## config.mk

```make
export PLATFORM = sky130hd
export DESIGN_NAME = gf2_poly_divider
export DESIGN_NICKNAME = d
export VERILOG_FILES = /design/src/rtl/gf2_pkg.sv /design/src/rtl/gf2_lead_one.sv /design/src/rtl/gf2_poly_divider.sv
export SDC_FILE = /design/constraint.sdc
export NUM_CORES = 1
export LEC_CHECK = 0
export CAP_MARGIN = 20
export CORE_MARGIN = 10
export CORE_UTILIZATION = 41
export CTS_CLUSTER_SIZE = 14
export DETAILED_ROUTE_END_ITERATION = 10
export GPL_TIMING_DRIVEN = 0
export HOLD_SLACK_MARGIN = 0.1
export PLACE_DENSITY_LB_ADDON = 0.05
export RECOVER_POWER = 25
export SLEW_MARGIN = 20
export SYNTH_ARGS = -nofsm -noshare
export SYNTH_HDL_FRONTEND = slang
export SYNTH_SLANG_ARGS = --single-unit
```

## constraint.sdc

```tcl
create_clock -name clk -period 4.07 [get_ports clk]
set_clock_uncertainty 0.05 [all_clocks]
set_input_delay 0.814 -clock clk [delete_from_list [all_inputs] [get_ports clk]]
set_output_delay 0.814 -clock clk [all_outputs]
set_load 0.02 [all_outputs]
```

## src/rtl/gf2_pkg.sv

```systemverilog
// gf2_pkg: shared types and width helpers for the GF(2) polynomial divider.
//   gf2_state_t  : divider control states (IDLE, BUSY, DONE)
//   GF2_M        : default field size
//   gf2_cnt_w()  : bit-counter width for a given field size
//   gf2_idx_w()  : leading-one index width for an (M+1)-bit divisor
package gf2_pkg;

    localparam int GF2_M = 8;

    typedef enum logic [1:0] {
        IDLE = 2'd0,
        BUSY = 2'd1,
        DONE = 2'd2
    } gf2_state_t;

    // The counter walks dividend bit indices N-1 .. 0, where N = 2*M-1.
    function automatic int gf2_cnt_w(input int m);
        return (2 * m - 1 > 1) ? $clog2(2 * m - 1) : 1;
    endfunction

    // Must hold any index 0..M.
    function automatic int gf2_idx_w(input int m);
        return $clog2(m + 1);
    endfunction

endpackage

```

## src/rtl/gf2_lead_one.sv

```systemverilog
// gf2_lead_one: combinational priority encoder returning the index of the
// most significant set bit, i.e. the degree of a GF(2) polynomial.
//   vec : (M+1)-bit polynomial, bit i = coeff of x^i
//   idx : index of the highest set bit; 0 when vec is zero
module gf2_lead_one
    import gf2_pkg::*;
#(
    parameter  int M  = GF2_M,
    localparam int IW = gf2_idx_w(M)
) (
    input  logic [M:0]    vec,
    output logic [IW-1:0] idx
);

    // Ascending scan: the last hit is the highest set bit.
    always_comb begin
        idx = '0;
        for (int i = 0; i <= M; i++) begin
            if (vec[i]) idx = IW'(i);
        end
    end

endmodule

```

## src/rtl/gf2_poly_divider.sv

```systemverilog
// gf2_poly_divider: sequential GF(2) polynomial long divider.
// Computes a(x) = q(x)*d(x) + r(x) and retires one dividend bit per clock.
// The latency is fixed at N cycles from accept to out_valid.
// Optional feature macro: GF2_DIV_ZERO_CHK_EN. It adds the err_div0 port and
// a short path for a zero divisor.
//   clk, rst            : clock; synchronous active-high reset
//   in_valid / in_ready : input handshake; in_ready is high only in IDLE
//   dividend [N-1:0]    : a(x), N = 2*M-1
//   divisor  [M:0]      : d(x), degree <= M
//   out_valid/out_ready : output handshake; results are held until accepted
//   quotient [N-1:0]    : q(x)
//   remainder[M-1:0]    : r(x), deg r < deg d
//   err_div0            : divisor was zero (only with GF2_DIV_ZERO_CHK_EN)
module gf2_poly_divider
    import gf2_pkg::*;
#(
    parameter  int M  = GF2_M,
    localparam int N  = 2 * M - 1,
    localparam int CW = gf2_cnt_w(M),
    localparam int IW = gf2_idx_w(M)
) (
    input  logic         clk,
    input  logic         rst,
    input  logic         in_valid,
    output logic         in_ready,
    input  logic [N-1:0] dividend,
    input  logic [M:0]   divisor,
    output logic         out_valid,
    input  logic         out_ready,
    output logic [N-1:0] quotient,
    output logic [M-1:0] remainder
`ifdef GF2_DIV_ZERO_CHK_EN
    ,
    output logic         err_div0
`endif
);

    gf2_state_t    state, state_nx;
    logic [N-1:0]  a_q;
    logic [M-1:0]  d_lo;   // divisor without x^M; see the reduction note below
    logic [IW-1:0] dg, dg_in;
    logic [M-1:0]  r;
    logic [N-1:0]  q;
    logic [CW-1:0] cnt;
    logic [M:0]    r_sh;
    logic [M-1:0]  r_nx;
    logic          hit;
    logic          accept;

    gf2_lead_one #(.M(M)) u_lead_one (
        .vec (divisor),
        .idx (dg_in)
    );

    assign accept    = (state == IDLE) && in_valid;
    assign in_ready  = (state == IDLE);
    assign out_valid = (state == DONE);
    assign quotient  = q;
    assign remainder = r;

    // One long-division step. Bit M of the reduced value is never stored.
    // If dg == M, the xor clears it. If dg < M, it was already zero because
    // deg r < dg before the shift. With a zero divisor, truncating that bit
    // still leaves a[M-1:0] in the remainder.
    always_comb begin
        r_sh = {r, a_q[cnt]};
        hit  = r_sh[dg];
        r_nx = hit ? (r_sh[M-1:0] ^ d_lo) : r_sh[M-1:0];
    end

    always_comb begin
        state_nx = state;
        case (state)
            IDLE:    if (in_valid)   state_nx = BUSY;
            BUSY:    if (cnt == '0)  state_nx = DONE;
            DONE:    if (out_ready)  state_nx = IDLE;
            default:                 state_nx = IDLE;
        endcase
    end

    always_ff @(posedge clk) begin
        if (rst) begin
            state <= IDLE;
            a_q   <= '0;
            d_lo  <= '0;
            dg    <= '0;
            r     <= '0;
            q     <= '0;
            cnt   <= '0;
`ifdef GF2_DIV_ZERO_CHK_EN
            err_div0 <= 1'b0;
`endif
        end else begin
            state <= state_nx;
            if (accept) begin
                a_q  <= dividend;
                d_lo <= divisor[M-1:0];
                dg   <= dg_in;
                r    <= '0;
                q    <= '0;
                cnt  <= CW'(N - 1);
`ifdef GF2_DIV_ZERO_CHK_EN
                err_div0 <= (divisor == '0);
                // A zero divisor runs a single step on a zeroed dividend.
                // This reaches DONE one edge later with q = r = 0.
                if (divisor == '0) begin
                    a_q <= '0;
                    cnt <= '0;
                end
`endif
            end else if (state == BUSY) begin
                r      <= r_nx;
                q[cnt] <= hit;
                cnt    <= cnt - 1'b1;
            end
        end
    end

endmodule

```

==> metrics.txt <==
total clock buffers created by CTS=5; HP Start=a_q[4]; layout cells sized above 1=0.110; Initial Util=0.427; Vias=2630; Layout Nets=442; CTS root buf=clkbuf_8; Yosys reg bits=56; Worst Tran Pin Value=589 ps; setup repair after global routing missed its margin=no; Synth warnings=0; diodes inserted=0; reg2reg end=quotient[1]; CTS tree=yes; leading area contributor after synthesis=dfxtp_1; WP data required=4270 ps; CTS Hold Bufs=0; hold crit path type=flop to flop; worst reg2reg startpoint=cnt[0]; setup TNS=0 ps; Pleak=1.29 nW; RePlAce Congestion=0.782; crit path kind=primary input to flop; hpwl dp=5770 microns; Yosys top cell area share=0.383; Worst R2R Path Depth=7; Data arrival, critical path=2890 ps; most common cell in the netlist=nand2_1; commonest cells in the netlist=76 x nand2_1, 56 x dfxtp_1, 41 x a21oi_1; Max Slew Vio Count=0; IO Pins=53; EDFF count, synth=0; I/O Buffers=52; Cell Count, Final, Fillers Out=506; PD cells=343 nW/um^2; core box area=6870 sq um; post-layout min period=2690 ps; CP endpoint kind=flop; hold depth=2; total routed wirelength=7590 microns; overall routing resource usage=0.136; ys async rst share=0; slew margin rel.=0.605; status=finished clean; syn_nets=383; first-pass GRT wire length=12600 microns; Final period util=0.660; initial DRC count=98; Cells after Synth=350; area grow syn2layout=24.6%; Worst VDD drop=141 uV; Avg Cell Area, Syn=8.37 sq um; worst hold slack=407 ps; Inst Count DP=498; routed vias/inst=5.20; Max Root-Sink Buffers=2; H-tree levels=2; vias in the first global route=2553; largest net degree at the start of global routing=18; synth unique cells=53; Remaining Overflow, GRT=0; register clock-pin slew on the reported worst setup and hold paths=100 ps; ANT nets after route=0; # rows=30; WL/cell=15.0 microns; post_cts resized=0; drt first pass iters=4; Die Y=105 microns; Fillers=697; mapped cell area=2930 sq um; remaining routing DRC violations=0; Worst Hold End=a_q[4]; fmax=372 MHz; post-CTS setup buffer count=0; Die Wd=105 microns; max_cap viols=0; Main synth FF type=dfxtp_1; Worst R2R Setup Slack=1750 ps; worst-path fanout max=10; Seq/Total Area, Yosys=0.383; startpoint types=primary input; endpoints failing setup=0; clk_lat worst skew=310 ps; area of the die=10900 sq um; top post-synthesis cells by area=dfxtp_1 38%, nand2_1 9.7%, a21oi_1 7.0%; Clock Sinks=56; initial antenna violation count=0; Final Hold Fails=0
## report_power, final
group          total (mW)  leakage, nW  internal (mW)  switching, mW
registers           0.608        0.457          0.579         0.0291
clock network       0.329       0.0516          0.140          0.189
logic               0.314        0.785          0.136          0.178
total                1.25         1.29          0.855          0.396
## metal layers
metal | track usage | vias to the layer above | wire length (microns)
met5 | 0 | - | 0
met4 | 0.0348 | 0 | 81
met3 | 0.0356 | 10 | 435
met2 | 0.223 | 68 | 3500
met1 | 0.173 | 1200 | 3570
li1 | - | 1352 | -
## worst max-delay path by stage
stage,slack (ps),cells after the start,startpoint,to
after global placement,1280,8,in_valid,remainder[6]
after detailed placement,1260,8,in_valid,remainder[6]
final,1380,7,in_valid,quotient[1]
after CTS,1610,8,in_valid,remainder[6]
after floorplan,1980,7,in_valid,remainder[6]
after global routing,1220,7,in_valid,quotient[2]
## area by class of cell
class / instances / area [sq um] / area share
flip-flops and latches: 56 / 1120 / 0.307
well taps: 96 / 120 / 0.0329
clock inverters: 2 / 13.8 / 0.00377
clock buffers: 6 / 82.6 / 0.0226
multi-input cells: 264 / 1590 / 0.436
repair buffers: 52 / 520 / 0.143
inverters: 5 / 18.8 / 0.00514
plain buffers: 25 / 181 / 0.0497
## stage by stage
stage,power (mW),setup WS (ps),cell area [sq um],utilization
3_3_place_gp,0.941,1280,3570,0.520
6_report,1.25,1380,3650,0.532
4_1_cts,1.27,1610,3670,0.534
2_1_floorplan,0.837,1980,2930,-
5_1_grt,1.32,1220,3650,0.532
3_5_place_dp,0.942,1260,3570,0.520
## cell usage in the layout, fill, tap and decap left out, drive strengths merged, types with 6 or more instances in the layout
cell type | Yosys | routed
nor2 | 10 | 10
clkbuf | 17 | 23
a21oi | 41 | 41
nand2 | 76 | 76
nand3 | 20 | 20
dlygate4sd3 | 0 | 17
o21ai | 19 | 19
o211ai | 9 | 9
clkdlybuf4s50 | 0 | 35
buf | 7 | 7
nor4 | 6 | 6
inv | 5 | 6
nand3b | 6 | 6
nand2b | 11 | 11
mux2i | 8 | 8
dfxtp | 56 | 56
## state kept, by name, summed over array words and instances (netlist names)
| signal | cells |
|---|---|
| d_lo | 8 |
| quotient | 15 |
| a_q | 15 |
| state | 2 |
| remainder | 8 |
| dg | 4 |
| cnt | 4 |
## critical path, stage by stage
cell	delay, ps
dlygate4sd3_1	580
and2_0	160
clkbuf_8	150
nor2_1	430
o211ai_1	350
buf_6	260
o21ai_2	140
## logic make-up after synthesis
group,after synthesis,synth area share
flops,56,0.383
xor+xnor,2,0.00598
buf+inv,30,0.0683
simple gates,153,0.256
compound gates,90,0.208
fa+ha+maj,5,0.0213
mux,14,0.0581
No activity file was read; power rests on OpenSTA's default activity.
